$ cat src/rtl/core_run_ctrl_if.sv
// core_run_ctrl_if
//   Debug/run-control bundle between the board-side request logic and the
//   core run-control sequencer.
//   Requests (master -> slave): i_run_req, i_halt_req, i_step_req,
//     i_bp_en, i_bp_addr[31:0], i_pc[31:0], i_insn_vld
//   Status (slave -> master):   o_core_en, o_state[1:0], o_halted,
//     o_bp_hit, o_retired_cnt[31:0]
//   Signal names follow the core's i_/o_ naming as seen from the sequencer.
interface core_run_ctrl_if;
  logic        i_run_req;
  logic        i_halt_req;
  logic        i_step_req;
  logic        i_bp_en;
  logic [31:0] i_bp_addr;
  logic [31:0] i_pc;
  logic        i_insn_vld;
  logic        o_core_en;
  logic [1:0]  o_state;
  logic        o_halted;
  logic        o_bp_hit;
  logic [31:0] o_retired_cnt;

  modport master (
    output i_run_req, i_halt_req, i_step_req, i_bp_en, i_bp_addr, i_pc,
           i_insn_vld,
    input  o_core_en, o_state, o_halted, o_bp_hit, o_retired_cnt
  );

  modport slave (
    input  i_run_req, i_halt_req, i_step_req, i_bp_en, i_bp_addr, i_pc,
           i_insn_vld,
    output o_core_en, o_state, o_halted, o_bp_hit, o_retired_cnt
  );
endinterface

$ cat src/rtl/core_run_ctrl.sv
// core_run_ctrl
//   Run-control sequencer for the single-cycle RV32I core. Produces a one-cycle
//   commit enable (o_core_en) every DIV_CNT system clocks and implements run,
//   halt, single-step and a single PC breakpoint.
//   Parameters: DIV_CNT      - clocks per commit tick (1 .. 2^32-1)
//               RUN_ON_RESET - 1: RUN after reset, 0: HALT after reset
//   Ports: i_clk   - system clock (rising edge)
//          i_reset - asynchronous active-high reset
//          bus     - core_run_ctrl_if.slave (requests, breakpoint, PC in;
//                    commit enable, state, halted, bp_hit, retired count out)
//   Build option: define CORE_RUN_CTRL_RETIRE_CNT_EN to build the 32-bit
//   retired-instruction counter; otherwise o_retired_cnt is tied to zero.
module core_run_ctrl #(
  parameter logic [31:0] DIV_CNT      = 32'd5_000_000,
  parameter bit          RUN_ON_RESET = 1'b1
) (
  input  logic           i_clk,
  input  logic           i_reset,
  core_run_ctrl_if.slave bus
);

  typedef enum logic [1:0] {
    ST_HALT  = 2'd0,
    ST_RUN   = 2'd1,
    ST_STEP  = 2'd2,
    ST_BREAK = 2'd3
  } state_t;

  localparam logic [31:0] TICK_LAST   = DIV_CNT - 32'd1;
  localparam state_t      RESET_STATE = RUN_ON_RESET ? ST_RUN : ST_HALT;

  state_t      state;
  state_t      state_nxt;
  logic [31:0] tick_cnt;
  logic        tick;
  logic        bp_match;
  logic        bp_skip;
  logic        bp_hit;
  logic        halted;
  logic        core_en;
  logic        resume;

  always_ff @(posedge i_clk or posedge i_reset) begin
    if (i_reset)                tick_cnt <= 32'd0;
    else if (tick_cnt == TICK_LAST) tick_cnt <= 32'd0;
    else                        tick_cnt <= tick_cnt + 32'd1;
  end

  assign tick = (tick_cnt == TICK_LAST);

  // bp_skip masks the compare right after a resume so the instruction at the
  // breakpoint PC is executed once instead of trapping again.
  assign bp_match = bus.i_bp_en && (bus.i_pc[31:2] == bus.i_bp_addr[31:2]) && !bp_skip;

  // Reset gating matters when DIV_CNT=1: tick is then 1 even during reset.
  assign core_en = !i_reset && tick &&
                   (((state == ST_RUN) && !bp_match) || (state == ST_STEP));

  always_comb begin
    state_nxt = state;
    resume    = 1'b0;
    case (state)
      ST_HALT, ST_BREAK: begin
        if (bus.i_halt_req) begin
          state_nxt = state;
        end else if (bus.i_step_req) begin
          state_nxt = ST_STEP;
          resume    = 1'b1;
        end else if (bus.i_run_req) begin
          state_nxt = ST_RUN;
          resume    = 1'b1;
        end
      end
      ST_RUN: begin
        if (bus.i_halt_req)        state_nxt = ST_HALT;
        else if (tick && bp_match) state_nxt = ST_BREAK;
      end
      ST_STEP: begin
        // The tick edge commits and halts together; an earlier halt aborts.
        if (bus.i_halt_req || tick) state_nxt = ST_HALT;
      end
      default: state_nxt = ST_HALT;
    endcase
  end

  always_ff @(posedge i_clk or posedge i_reset) begin
    if (i_reset) begin
      state   <= RESET_STATE;
      halted  <= !RUN_ON_RESET;
      bp_hit  <= 1'b0;
      bp_skip <= 1'b0;
    end else begin
      state  <= state_nxt;
      halted <= (state_nxt == ST_HALT) || (state_nxt == ST_BREAK);
      if ((state == ST_RUN) && (state_nxt == ST_BREAK)) bp_hit <= 1'b1;
      else if (resume)                                  bp_hit <= 1'b0;
      if (resume)       bp_skip <= 1'b1;
      else if (core_en) bp_skip <= 1'b0;
    end
  end

  assign bus.o_core_en = core_en;
  assign bus.o_state   = state;
  assign bus.o_halted  = halted;
  assign bus.o_bp_hit  = bp_hit;

`ifdef CORE_RUN_CTRL_RETIRE_CNT_EN
  logic [31:0] retired_cnt;

  always_ff @(posedge i_clk or posedge i_reset) begin
    if (i_reset)                         retired_cnt <= 32'd0;
    else if (core_en && bus.i_insn_vld) retired_cnt <= retired_cnt + 32'd1;
  end

  assign bus.o_retired_cnt = retired_cnt;
`else
  logic unused_insn_vld;
  assign unused_insn_vld   = bus.i_insn_vld;
  assign bus.o_retired_cnt = 32'b0;
`endif

  // Word-aligned compare: the byte-offset bits take no part.
  logic unused_low_bits;
  assign unused_low_bits = ^{bus.i_pc[1:0], bus.i_bp_addr[1:0]};

endmodule

$ cat src/flat_wrapper.sv
// flat-port wrapper written by rule: the top's interface ports become plain ports
module core_run_ctrl_flat 
#(
  parameter logic [31:0] DIV_CNT      = 32'd5_000_000,
  parameter bit          RUN_ON_RESET = 1'b1
)
  (i_clk, i_reset, bus_i_run_req, bus_i_halt_req, bus_i_step_req, bus_i_bp_en, bus_i_bp_addr, bus_i_pc, bus_i_insn_vld, bus_o_core_en, bus_o_state, bus_o_halted, bus_o_bp_hit, bus_o_retired_cnt);
  core_run_ctrl_if bus_i ();
  input  logic i_clk;
  input  logic i_reset;
  input wire logic [$bits(bus_i.i_run_req)-1:0] bus_i_run_req;
  input wire logic [$bits(bus_i.i_halt_req)-1:0] bus_i_halt_req;
  input wire logic [$bits(bus_i.i_step_req)-1:0] bus_i_step_req;
  input wire logic [$bits(bus_i.i_bp_en)-1:0] bus_i_bp_en;
  input wire logic [$bits(bus_i.i_bp_addr)-1:0] bus_i_bp_addr;
  input wire logic [$bits(bus_i.i_pc)-1:0] bus_i_pc;
  input wire logic [$bits(bus_i.i_insn_vld)-1:0] bus_i_insn_vld;
  output wire logic [$bits(bus_i.o_core_en)-1:0] bus_o_core_en;
  output wire logic [$bits(bus_i.o_state)-1:0] bus_o_state;
  output wire logic [$bits(bus_i.o_halted)-1:0] bus_o_halted;
  output wire logic [$bits(bus_i.o_bp_hit)-1:0] bus_o_bp_hit;
  output wire logic [$bits(bus_i.o_retired_cnt)-1:0] bus_o_retired_cnt;
  assign bus_i.i_run_req = bus_i_run_req;
  assign bus_i.i_halt_req = bus_i_halt_req;
  assign bus_i.i_step_req = bus_i_step_req;
  assign bus_i.i_bp_en = bus_i_bp_en;
  assign bus_i.i_bp_addr = bus_i_bp_addr;
  assign bus_i.i_pc = bus_i_pc;
  assign bus_i.i_insn_vld = bus_i_insn_vld;
  assign bus_o_core_en = bus_i.o_core_en;
  assign bus_o_state = bus_i.o_state;
  assign bus_o_halted = bus_i.o_halted;
  assign bus_o_bp_hit = bus_i.o_bp_hit;
  assign bus_o_retired_cnt = bus_i.o_retired_cnt;
  core_run_ctrl #(.DIV_CNT(DIV_CNT), .RUN_ON_RESET(RUN_ON_RESET)) u_core (.i_clk(i_clk), .i_reset(i_reset), .bus(bus_i));
endmodule
$ cat config.mk
export PLATFORM = sky130hd
export DESIGN_NAME = core_run_ctrl_flat
export DESIGN_NICKNAME = d
export VERILOG_FILES = /design/src/rtl/core_run_ctrl_if.sv /design/src/rtl/core_run_ctrl.sv /design/src/flat_wrapper.sv
export SDC_FILE = /design/constraint.sdc
export NUM_CORES = 1
export LEC_CHECK = 0
export BUFFER_PORTS_ARGS = -buffer_cell sky130_fd_sc_hd__buf_2
export CELL_PAD_IN_SITES_DETAIL_PLACEMENT = 2
export CELL_PAD_IN_SITES_GLOBAL_PLACEMENT = 2
export CORE_ASPECT_RATIO = 0.7
export CORE_MARGIN = 2
export CORE_UTILIZATION = 30
export CTS_CLUSTER_SIZE = 40
export DETAILED_ROUTE_END_ITERATION = 6
export PLACE_DENSITY_LB_ADDON = 0.1
export SKIP_LAST_GASP = 1
export SYNTH_ARGS = -nofsm -noshare
export SYNTH_HDL_FRONTEND = slang
export SYNTH_SLANG_ARGS = --single-unit
$ cat constraint.sdc
create_clock -name i_clk -period 3.4 [get_ports i_clk]
set_input_delay 0.34 -clock i_clk [delete_from_list [all_inputs] [get_ports i_clk]]
set_output_delay 0.34 -clock i_clk [all_outputs]
set_load 0.005 [all_outputs]
==> run_results.csv, run 1 <==
group,metric,value,unit
timing,grt_setup_unrepaired,"no",
power_and_ir_drop,swShare,26.3,%
clock_network,clkSlewWorstSetupHoldPaths,0.06,ns
setup_path,r2r_end,"u_core.bus.o_bp_hit$_DFFE_PP0P_",
global_routing,grt_pass1_vias,2448,
die,core.rowCount,28,
cells_and_area,final_util,37.9,%
logic_synthesis,syn_inst,278,
global_routing,grt_usage,17.1,%
setup_path,worst_path_max_delay_cell,"or4_1",
clock_network,cts_max_path_buffers,2,
clock_network,root_buffer,"clkbuf_16",
placement,place_area,3020,um2
die,die_h,82.3,um
setup_path,critical_path.top_delay_family,"simple AND/OR/NAND/NOR gates",
drt,first_pass_iters,4,
timing,fin_skew,0.0104,ns
setup_path,reg2reg_depth,7,
setup_path,path_cells,"ha_1 -> nand4_1 -> or4_1 -> a211oi_1 -> buf_2",
cells_and_area,diodes,0,
logic_synthesis,synth-edff-count,0,
logic_synthesis,synth_seq_cells,37,
drt,drt-vias-per-instance,4.67,
global_routing,grt_pass1_wl,12.5,mm
logic_synthesis,synth_async_sr_flop_share,100,%
setup_path,cp-start-kind,"flip-flop",
setup_path,crit_path_end,"bus_o_core_en",
drt,wl_per_cell,16.1,um
logic_synthesis,synth.cell_area,2630,um2
die,die-width,116,um
setup_path,crit_path_max_fanout,7,
placement,gp_congestion,0.705,
power_and_ir_drop,internal_power,0.000988,W
power_and_ir_drop,switchingPower,0.000352,W
setup_path,crit_arrival,2.40,ns
global_routing,grt_max_degree,35,
setup_path,worstPathRequired,3.06,ns
setup_path,critPathBufInv,1,
cells_and_area,mostFrequentLayoutCell,"buf_2",
logic_synthesis,yosysTopAreaCell,"dfrtp_1",
timing,period_needed,2.74,ns
power_and_ir_drop,p_per_area,417,nW/um2
power_and_ir_drop,clock_power_share,45.5,%
logic_synthesis,yosysWarnings,0,
run_status,status,"finished, final reports clean",
logic_synthesis,synth_ff_type,"dfrtp_1",
drt,drtAntennaViolNets,0,
drt,drc_errors,0,
clock_network,post_cts_resized,0,
logic_synthesis,ys_types,45,
die,start_util,31.0,%
logic_synthesis,synthTopCellsByArea,"dfrtp_1, xor2_1, buf_4",
setup_path,cp_slowest_stage_delay,0.62,ns
clock_network,cts.sinks,37,
min_path,whs_path_depth,1,
clock_network,tritoncts,"yes",
placement,pre_cts_slack,0.948,ns
drt,vias,2223,
timing,setup_violations,0,
die,io_pins,108,
timing,hold_viol,0,
timing,slew_violations,0,
timing,fin_crit_sh,80.5,%
drt,wirelength,7.69,mm
die,core,8480,um2
power_and_ir_drop,vdd_drop_max,0.000151,V
job,drv_cap,0,
setup_path,crit_path_end_kind,"output port",
setup_path,path_depth,5,
setup_path,cp-startpoint,"u_core.tick_cnt[0]$_DFF_PP0_",
clock_network,post_cts_buffers,0,
global_routing,antenna_found_initial,0,
power_and_ir_drop,combPwrFrac,18.9,%
setup_path,path_class,"reg -> out",
cells_and_area,drive_gt1_share,25.6,%
logic_synthesis,avgSynthCellArea,9.46,um2
setup_path,ff2ff_setup_slack,1.03,ns
timing,relSlewSlack,55.6,%
power_and_ir_drop,power_leakage,1.59,nW
timing,fin_ws,0.662,ns
clock_network,insertion_delay,0.29,ns
die,die_area,9540,um2
clock_network,h-tree-depth,2,
global_routing,grt.overflow.total,0,
timing,worstMarginPinSlew,0.662,ns
cells_and_area,syn_to_final_growth,22.4,%
min_path,hp-class,"reg -> reg",
cells_and_area,final_cell_area,3220,um2
logic_synthesis,synth-seq-area-share,35.3,%
clock_network,cts_buffers,5,
logic_synthesis,synth_top_area_share,34.3,%
placement,port_buffers,70,
cells_and_area,most-common-layout-cells,"buf_2, xor2_1, dfrtp_1, conb_1, xnor2_1",
setup_path,r2r_start,"u_core.tick_cnt[6]$_DFF_PP0_",
drt,drt_iter0_drc,58,
power_and_ir_drop,pwr-share-seq,35.6,%
cells_and_area,fin_nets,430,
placement,dpl.hpwl,6.35,mm
timing,setup_tns,0,ns
timing,max_freq,365,MHz
power groups by stage:
stage,Combinational [W],Clock [W],Sequential [W]
floorplan,0.000172,0,0.000483
global placement,0.000248,0,0.000485
detailed placement,0.000254,0,0.000486
CTS,0.000257,0.000620,0.000477
global route,0.000288,0.000635,0.000480
finish,0.000253,0.000610,0.000477
metrics by stage:
step | power [W] | hold slack, ns | std cells
floorplan | 0.000655 | 0.434 | 309
global placement | 0.000734 | 0.255 | 467
detailed placement | 0.000740 | 0.257 | 467
CTS | 0.00135 | 0.478 | 476
global route | 0.00140 | 0.504 | 476
finish | 0.00134 | 0.476 | 476
worst min-delay path by stage:
stage	start	end
6_report	u_core.tick_cnt[31]$_DFF_PP0_	u_core.tick_cnt[31]$_DFF_PP0_
5_1_grt	u_core.tick_cnt[29]$_DFF_PP0_	u_core.tick_cnt[29]$_DFF_PP0_
4_1_cts	u_core.tick_cnt[31]$_DFF_PP0_	u_core.tick_cnt[31]$_DFF_PP0_
3_5_place_dp	i_reset	u_core.bus.o_bp_hit$_DFFE_PP0P_
3_3_place_gp	i_reset	u_core.bus.o_bp_hit$_DFFE_PP0P_
2_1_floorplan	u_core.tick_cnt[31]$_DFF_PP0_	u_core.tick_cnt[31]$_DFF_PP0_
logic make-up (layout without fill, tap and decap cells):
kind of cell / Yosys count / in the layout / share of synthesized area [%]
fa+ha+maj: 4 / 4 / 1.90
flops: 37 / 37 / 35.3
xor+xnor: 60 / 60 / 20.0
other cells: 1 / 32 / 0.143
buf+inv: 44 / 91 / 10.9
simple gates: 114 / 114 / 26.8
compound gates: 18 / 18 / 4.90
registers in the layout (all words and copies together), names as in the netlist:
signal and cells:
u_core.tick_cnt 32, u_core.bus.o_state 2, u_core.bp_skip 1, u_core.bus.o_bp_hit 1, u_core.bus.o_halted 1
cell type report:
class / count / area [um2]
well taps: 120 / 150
multi-input cells: 228 / 1540
repair buffers: 73 / 375
fillers: 989 / 5260
clock inverters: 3 / 65.1
flip-flops and latches: 37 / 927
inverters: 10 / 37.5
clock buffers: 5 / 125
what timing repair did:
item / in CTS / in global routing
hold buffers: 1 / 0
setup endpoints to repair: 0 / 0
hold endpoints to repair: 2 / 0
synth_stat cells (all sizes together), types with 2 or more instances:
| master | instances |
|---|---|
| and3 | 5 |
| or4 | 3 |
| nand2 | 13 |
| nor3 | 6 |
| xor2 | 40 |
| nand4 | 13 |
| or2 | 2 |
| nor4b | 4 |
| a21boi | 2 |
| nor2 | 19 |
| o22ai | 2 |
| and2 | 4 |
| o31ai | 2 |
| o21ai | 2 |
| xnor2 | 20 |
| a211oi | 2 |
| inv | 10 |
| and4 | 5 |
| buf | 34 |
| nor4 | 19 |
| o211ai | 2 |
| dfrtp | 36 |
| nand2b | 3 |
| nand3 | 13 |
| ha | 4 |
routing by layer:
| layer | GRT usage, % | vias to the layer above | part of all wire [%] |
|---|---|---|---|
| li1 | - | 1078 | - |
| met1 | 23.5 | 1100 | 51 |
| met2 | 28.6 | 42 | 46 |
| met3 | 3.50 | 3 | 3.5 |
| met4 | 2.50 | 0 | 0.22 |
| met5 | 0 | - | 0 |
Note: power is estimated with default switching activity, not from simulation.
==> run 2: changes to the inputs <==
--- a/config.mk
+++ b/config.mk
@@ -10,7 +10,7 @@
 export CELL_PAD_IN_SITES_GLOBAL_PLACEMENT = 2
 export CORE_ASPECT_RATIO = 0.7
 export CORE_MARGIN = 2
-export CORE_UTILIZATION = 30
+export CORE_UTILIZATION = 28
 export CTS_CLUSTER_SIZE = 40
 export DETAILED_ROUTE_END_ITERATION = 6
 export PLACE_DENSITY_LB_ADDON = 0.1
==> constraint.sdc (replaced) <==
create_clock -name i_clk -period 2.62 [get_ports i_clk]
set_input_delay 0.262 -clock i_clk [delete_from_list [all_inputs] [get_ports i_clk]]
set_output_delay 0.262 -clock i_clk [all_outputs]
set_load 0.005 [all_outputs]
==> run 2 against run 1 <==
Effect of this change:
- clock power shrank 5.4%
- final cell count grew 1.5%
- largest power group is now registers
- critical path type unchanged
- highest routed layer unchanged
- register-to-register slack lost 0.75 ns
- critical endpoint unchanged
==> run_results.csv, run 2 (synthesis results as in run 1) <==
group,metric,value,unit
clock_network,tritoncts,"yes",
job,drv_cap,0,
drt,first_pass_iters,4,
cells_and_area,mostFrequentLayoutCell,"buf_2",
setup_path,worstPathRequired,2.36,ns
power_and_ir_drop,p_per_area,475,nW/um2
setup_path,cp-start-kind,"flip-flop",
clock_network,root_buffer,"clkbuf_16",
cells_and_area,final_cell_area,3210,um2
global_routing,grt_usage,16.2,%
cells_and_area,fillers,1050,
min_path,hp-class,"in -> reg",
timing,slew_violations,0,
global_routing,antenna_found_initial,0,
drt,drt-vias-per-instance,4.69,
timing,setup_tns,0,ns
placement,place_area,3040,um2
cells_and_area,regMostFlops,"u_core.tick_cnt",
run_status,status,"finished, final reports clean",
clock_network,cts.sinks,37,
global_routing,grt.overflow.total,0,
timing,worstMarginPinSlew,0.606,ns
die,start_util,28.9,%
die,die_h,85.1,um
timing,fin_crit_sh,95.6,%
power_and_ir_drop,power_leakage,1.59,nW
cells_and_area,syn_to_final_growth,22.1,%
die,core,9110,um2
clock_network,post_cts_buffers,0,
global_routing,grt_pass1_wl,13.0,mm
global_routing,grt_pass1_vias,2439,
drt,drtAntennaViolNets,0,
timing,hold_viol,0,
drt,drc_errors,0,
timing,setup_violations,0,
placement,port_buffers,70,
drt,vias,2266,
global_routing,grt_max_degree,33,
timing,relSlewSlack,59.3,%
clock_network,cts_max_path_buffers,2,
clock_network,clkSlewWorstSetupHoldPaths,0.06,ns
placement,gp_congestion,0.719,
cells_and_area,final_util,35.3,%
cells_and_area,drive_gt1_share,26.7,%
drt,drt_iter0_drc,39,
timing,max_freq,399,MHz
die,die_area,10200,um2
die,core.rowCount,29,
power_and_ir_drop,vdd_drop_max,0.000242,V
clock_network,cts_buffers,5,
timing,grt_setup_unrepaired,"no",
drt,wl_per_cell,15.9,um
cells_and_area,largest_register_ffs,32,
setup_path,crit_path_max_fanout,7,
timing,fin_ws,0.117,ns
clock_network,h-tree-depth,2,
timing,period_needed,2.50,ns
drt,wirelength,7.69,mm
placement,pre_cts_slack,0.218,ns
setup_path,crit_arrival,2.24,ns
die,io_pins,108,
cells_and_area,fin_nets,433,
cells_and_area,most-common-layout-cells,"buf_2, xor2_1, dfrtp_1, conb_1, xnor2_1",
cells_and_area,diodes,0,
placement,dpl.hpwl,6.34,mm
die,die-width,120,um
clock_network,insertion_delay,0.28,ns
setup_path,crit_path_end_kind,"output port",
timing,fin_skew,0.00615,ns
setup_path,path_class,"reg -> out",
## run 2: cell count changes in the layout (fill, tap and decap cells not counted), sizes merged
cell / delta
buf: +3
clkbuf: +1
bufinv: -2
clkinv: +1
## run 2: final timing paths
path / from / cells past startpoint / slack, ns / to
setup / recovery: u_core.tick_cnt[10]$_DFF_PP0_ / 5 / 0.12 / bus_o_core_en
hold / removal: bus_i_halt_req / 4 / 0.43 / u_core.bus.o_state[0]$_DFF_PP1_
setup reg to reg: u_core.tick_cnt[10]$_DFF_PP0_ / 7 / 0.28 / u_core.bus.o_bp_hit$_DFFE_PP0P_
hold reg to reg: u_core.tick_cnt[31]$_DFF_PP0_ / 1 / 0.46 / u_core.tick_cnt[31]$_DFF_PP0_
max in group asynchronous: i_reset / 4 / 1.45 / u_core.tick_cnt[5]$_DFF_PP0_
min in group asynchronous: i_reset / 3 / 0.48 / u_core.bus.o_bp_hit$_DFFE_PP0P_
## run 2: cell type report
cell class / count / area [um2] / area share [%]
multi-input combinational: 228 / 1550 / 48.4
timing repair buffer: 76 / 398 / 12.4
tap: 124 / 155 / 4.83
clock inverter: 2 / 10.0 / 0.312
inverter: 10 / 37.5 / 1.17
clock buffer: 6 / 129 / 4.01
sequential: 37 / 927 / 28.9
## run 2: routing by layer
layer / vias up / GRT usage (%) / wire length (um)
met3: 8 / 3.49 / 268
met4: 0 / 2.67 / 73
met5: - / 0 / 0
met1: 1137 / 23.5 / 3940
li1: 1079 / - / -
met2: 42 / 25.3 / 3410
## run 2: power by group
group / switching, W / internal (W) / leakage, nW / total (W)
Combinational: 0.000187 / 0.000140 / 1.03 / 0.000327
Sequential: 0.0000225 / 0.000598 / 0.489 / 0.000621
Clock: 0.000228 / 0.000349 / 0.0706 / 0.000577
## run 2: per-stage QoR
stage	std cells	power (W)	hold slack, ns
final	483	0.00152	0.427
after global routing	483	0.00162	0.487
after CTS	483	0.00155	0.435
after detailed placement	474	0.000958	0.221
after global placement	474	0.000952	0.216
after floorplan	309	0.000850	0.434
## run 2: worst max-delay path, cell delays in order, from the launching register on
cell	delay [ns]
dfrtp_1	0.46
nor4_1	0.30
nand4_1	0.20
or4_1	0.56
a211oi_2	0.28
buf_2	0.16
## run 2: what timing repair did
item | CTS | global route
pin swaps | 0 | 0
setup endpoints to repair | 1 | 1
resized for setup | 1 | 2
endpoints found under the hold margin | 4 | 0
hold buffers | 1 | 0
==> run 3: changes to the inputs <==
--- a/config.mk
+++ b/config.mk
@@ -9,7 +9,6 @@
 export CELL_PAD_IN_SITES_DETAIL_PLACEMENT = 2
 export CELL_PAD_IN_SITES_GLOBAL_PLACEMENT = 2
 export CORE_ASPECT_RATIO = 0.7
-export CORE_MARGIN = 2
 export CORE_UTILIZATION = 28
 export CTS_CLUSTER_SIZE = 40
 export DETAILED_ROUTE_END_ITERATION = 6
==> run 3 against run 2 <==
Effect of this change:
- clock power barely moved
- largest power group unchanged
- global-route usage rose by 0.39 points
- maximum frequency is 0.74% lower
==> run_results.csv, run 3 (synthesis results as in run 1) <==
group,metric,value,unit
run_status,status,"finished, final reports clean",
power_and_ir_drop,vdd_drop_max,0.000221,V
global_routing,antenna_found_initial,0,
global_routing,grt.overflow.total,0,
power_and_ir_drop,internal_power,0.00109,W
placement,port_buffers,70,
timing,period_needed,2.52,ns
power_and_ir_drop,pwr-share-seq,40.7,%
min_path,hp-class,"in -> async",
cells_and_area,final_cell_area,3200,um2
drt,first_pass_iters,4,
cells_and_area,drive_gt1_share,26.5,%
setup_path,worstPathRequired,2.36,ns
clock_network,root_buffer,"clkbuf_16",
clock_network,cts.sinks,37,
die,core.rowCount,29,
die,die_area,9790,um2
placement,dpl.hpwl,6.26,mm
cells_and_area,syn_to_final_growth,21.9,%
timing,max_freq,396,MHz
die,start_util,29.0,%
setup_path,crit_arrival,2.26,ns
global_routing,grt_max_degree,35,
cells_and_area,mostFrequentLayoutCell,"buf_2",
cells_and_area,diodes,0,
power_and_ir_drop,power_leakage,1.59,nW
die,die_h,83.1,um
timing,hold_slack,0.442,ns
timing,relSlewSlack,60.7,%
global_routing,grt_usage,16.6,%
power_and_ir_drop,p_per_area,475,nW/um2
job,drv_cap,0,
drt,drt_iter0_drc,39,
setup_path,crit_path_end,"bus_o_core_en",
clock_network,clkSlewWorstSetupHoldPaths,0.05,ns
timing,worstMarginPinSlew,0.585,ns
power_and_ir_drop,clock_power_share,37.9,%
power_and_ir_drop,power.total,0.00152,W
setup_path,path_depth,5,
timing,fin_crit_sh,96.3,%
power_and_ir_drop,swShare,28.5,%
global_routing,grt_pass1_vias,2359,
drt,drc_errors,0,
cells_and_area,largest_register_ffs,32,
placement,place_area,3040,um2
cells_and_area,regMostFlops,"u_core.tick_cnt",
setup_path,critPathBufInv,1,
setup_path,path_class,"reg -> out",
timing,slew_violations,0,
global_routing,grt_pass1_wl,12.7,mm
power_and_ir_drop,switchingPower,0.000434,W
clock_network,insertion_delay,0.28,ns
setup_path,r2r_end,"u_core.bus.o_bp_hit$_DFFE_PP0P_",
clock_network,cts_buffers,5,
drt,drtAntennaViolNets,0,
placement,gp_congestion,0.734,
timing,hold_viol,0,
clock_network,h-tree-depth,2,
setup_path,critical_path.top_delay_family,"simple AND/OR/NAND/NOR gates",
drt,wl_per_cell,15.6,um
timing,setup_tns,0,ns
die,io_pins,108,
cells_and_area,most-common-layout-cells,"buf_2, xor2_1, dfrtp_1, conb_1, xnor2_1",
setup_path,crit_path_end_kind,"output port",
power_and_ir_drop,combPwrFrac,21.4,%
setup_path,reg2reg_depth,7,
timing,setup_violations,0,
timing,fin_skew,0.00376,ns
setup_path,cp-start-kind,"flip-flop",
setup_path,r2r_start,"u_core.tick_cnt[10]$_DFF_PP0_",
die,die-width,118,um
setup_path,path_cells,"nor4_1 -> nand4_1 -> or4_1 -> a211oi_2 -> buf_2",
cells_and_area,fin_nets,433,
clock_network,tritoncts,"yes",
clock_network,cts_max_path_buffers,2,
placement,placed_cells,474,
die,core,9070,um2
setup_path,worst_path_max_delay_cell,"or4_1",
setup_path,cp-startpoint,"u_core.tick_cnt[10]$_DFF_PP0_",
setup_path,crit_path_max_fanout,7,
drt,drt-vias-per-instance,4.69,
setup_path,ff2ff_setup_slack,0.28,ns
setup_path,cp_slowest_stage_delay,0.56,ns
drt,wirelength,7.53,mm
timing,grt_setup_unrepaired,"no",
cells_and_area,final_cells,483,
drt,vias,2264,
run 3: cell counts in the layout (fill, tap and decap cells not counted):
No cell type changed its count.
run 3: timing repair:
item                                    4_1_cts  5_1_grt
hold endpoints to repair                      2        0
pin swaps                                     0        0
endpoints found under the setup margin        1        1
gates resized for setup                       1        1
hold buffers                                  1        0
setup buffers                                 0        0
run 3: worst min path at each step:
stage | cells past startpoint | endpoint | from
2_1_floorplan | 1 | u_core.tick_cnt[31]$_DFF_PP0_ | u_core.tick_cnt[31]$_DFF_PP0_
3_3_place_gp | 2 | u_core.bus.o_bp_hit$_DFFE_PP0P_ | i_reset
3_5_place_dp | 2 | u_core.bus.o_bp_hit$_DFFE_PP0P_ | i_reset
4_1_cts | 3 | u_core.bus.o_bp_hit$_DFFE_PP0P_ | i_reset
5_1_grt | 3 | u_core.bus.o_bp_hit$_DFFE_PP0P_ | i_reset
6_report | 3 | u_core.bus.o_state[1]$_DFF_PP0_ | i_reset
run 3: power groups by stage:
| stage | Clock (W) | Combinational, W | Sequential [W] |
|---|---|---|---|
| 6_report | 0.000577 | 0.000325 | 0.000619 |
| 5_1_grt | 0.000626 | 0.000371 | 0.000623 |
| 4_1_cts | 0.000599 | 0.000330 | 0.000620 |
| 3_5_place_dp | 0 | 0.000327 | 0.000630 |
| 3_3_place_gp | 0 | 0.000323 | 0.000630 |
| 2_1_floorplan | 0 | 0.000223 | 0.000626 |
run 3: routing by layer:
metal	up-vias	global-route usage (%)	share of wire [%]
met5	-	0	0
met4	0	3.85	0.92
met3	6	3.64	3.5
met2	44	25.2	45
met1	1132	23.9	51
li1	1082	-	-
run 3: through the flow:
step | util [%] | worst slack, ns
after global placement | 33.6 | 0.212
after floorplan | - | 0.591
after detailed placement | 33.6 | 0.206
after CTS | 35.3 | 0.0531
after global routing | 35.3 | 0.0330
final | 35.3 | 0.0978
run 3: final cells by class:
class | instances | area (um2)
clock inverter | 2 | 10.0
tap | 124 | 155
inverter | 10 | 37.5
multi-input combinational | 228 | 1550
timing repair buffer | 76 | 398
fill | 1062 | 5870
sequential | 37 | 927
clock buffer | 6 | 129
run 3: worst reg2reg max path, delay by kind of cell, from the launching register on:
kind / cells / cell delay (ns)
flip-flops: 1 / 0.47
adder cells (fa/ha/maj): 1 / 0.21
AND/OR/NAND/NOR: 3 / 1.00
AO/OA/AOI/OAI: 3 / 0.56
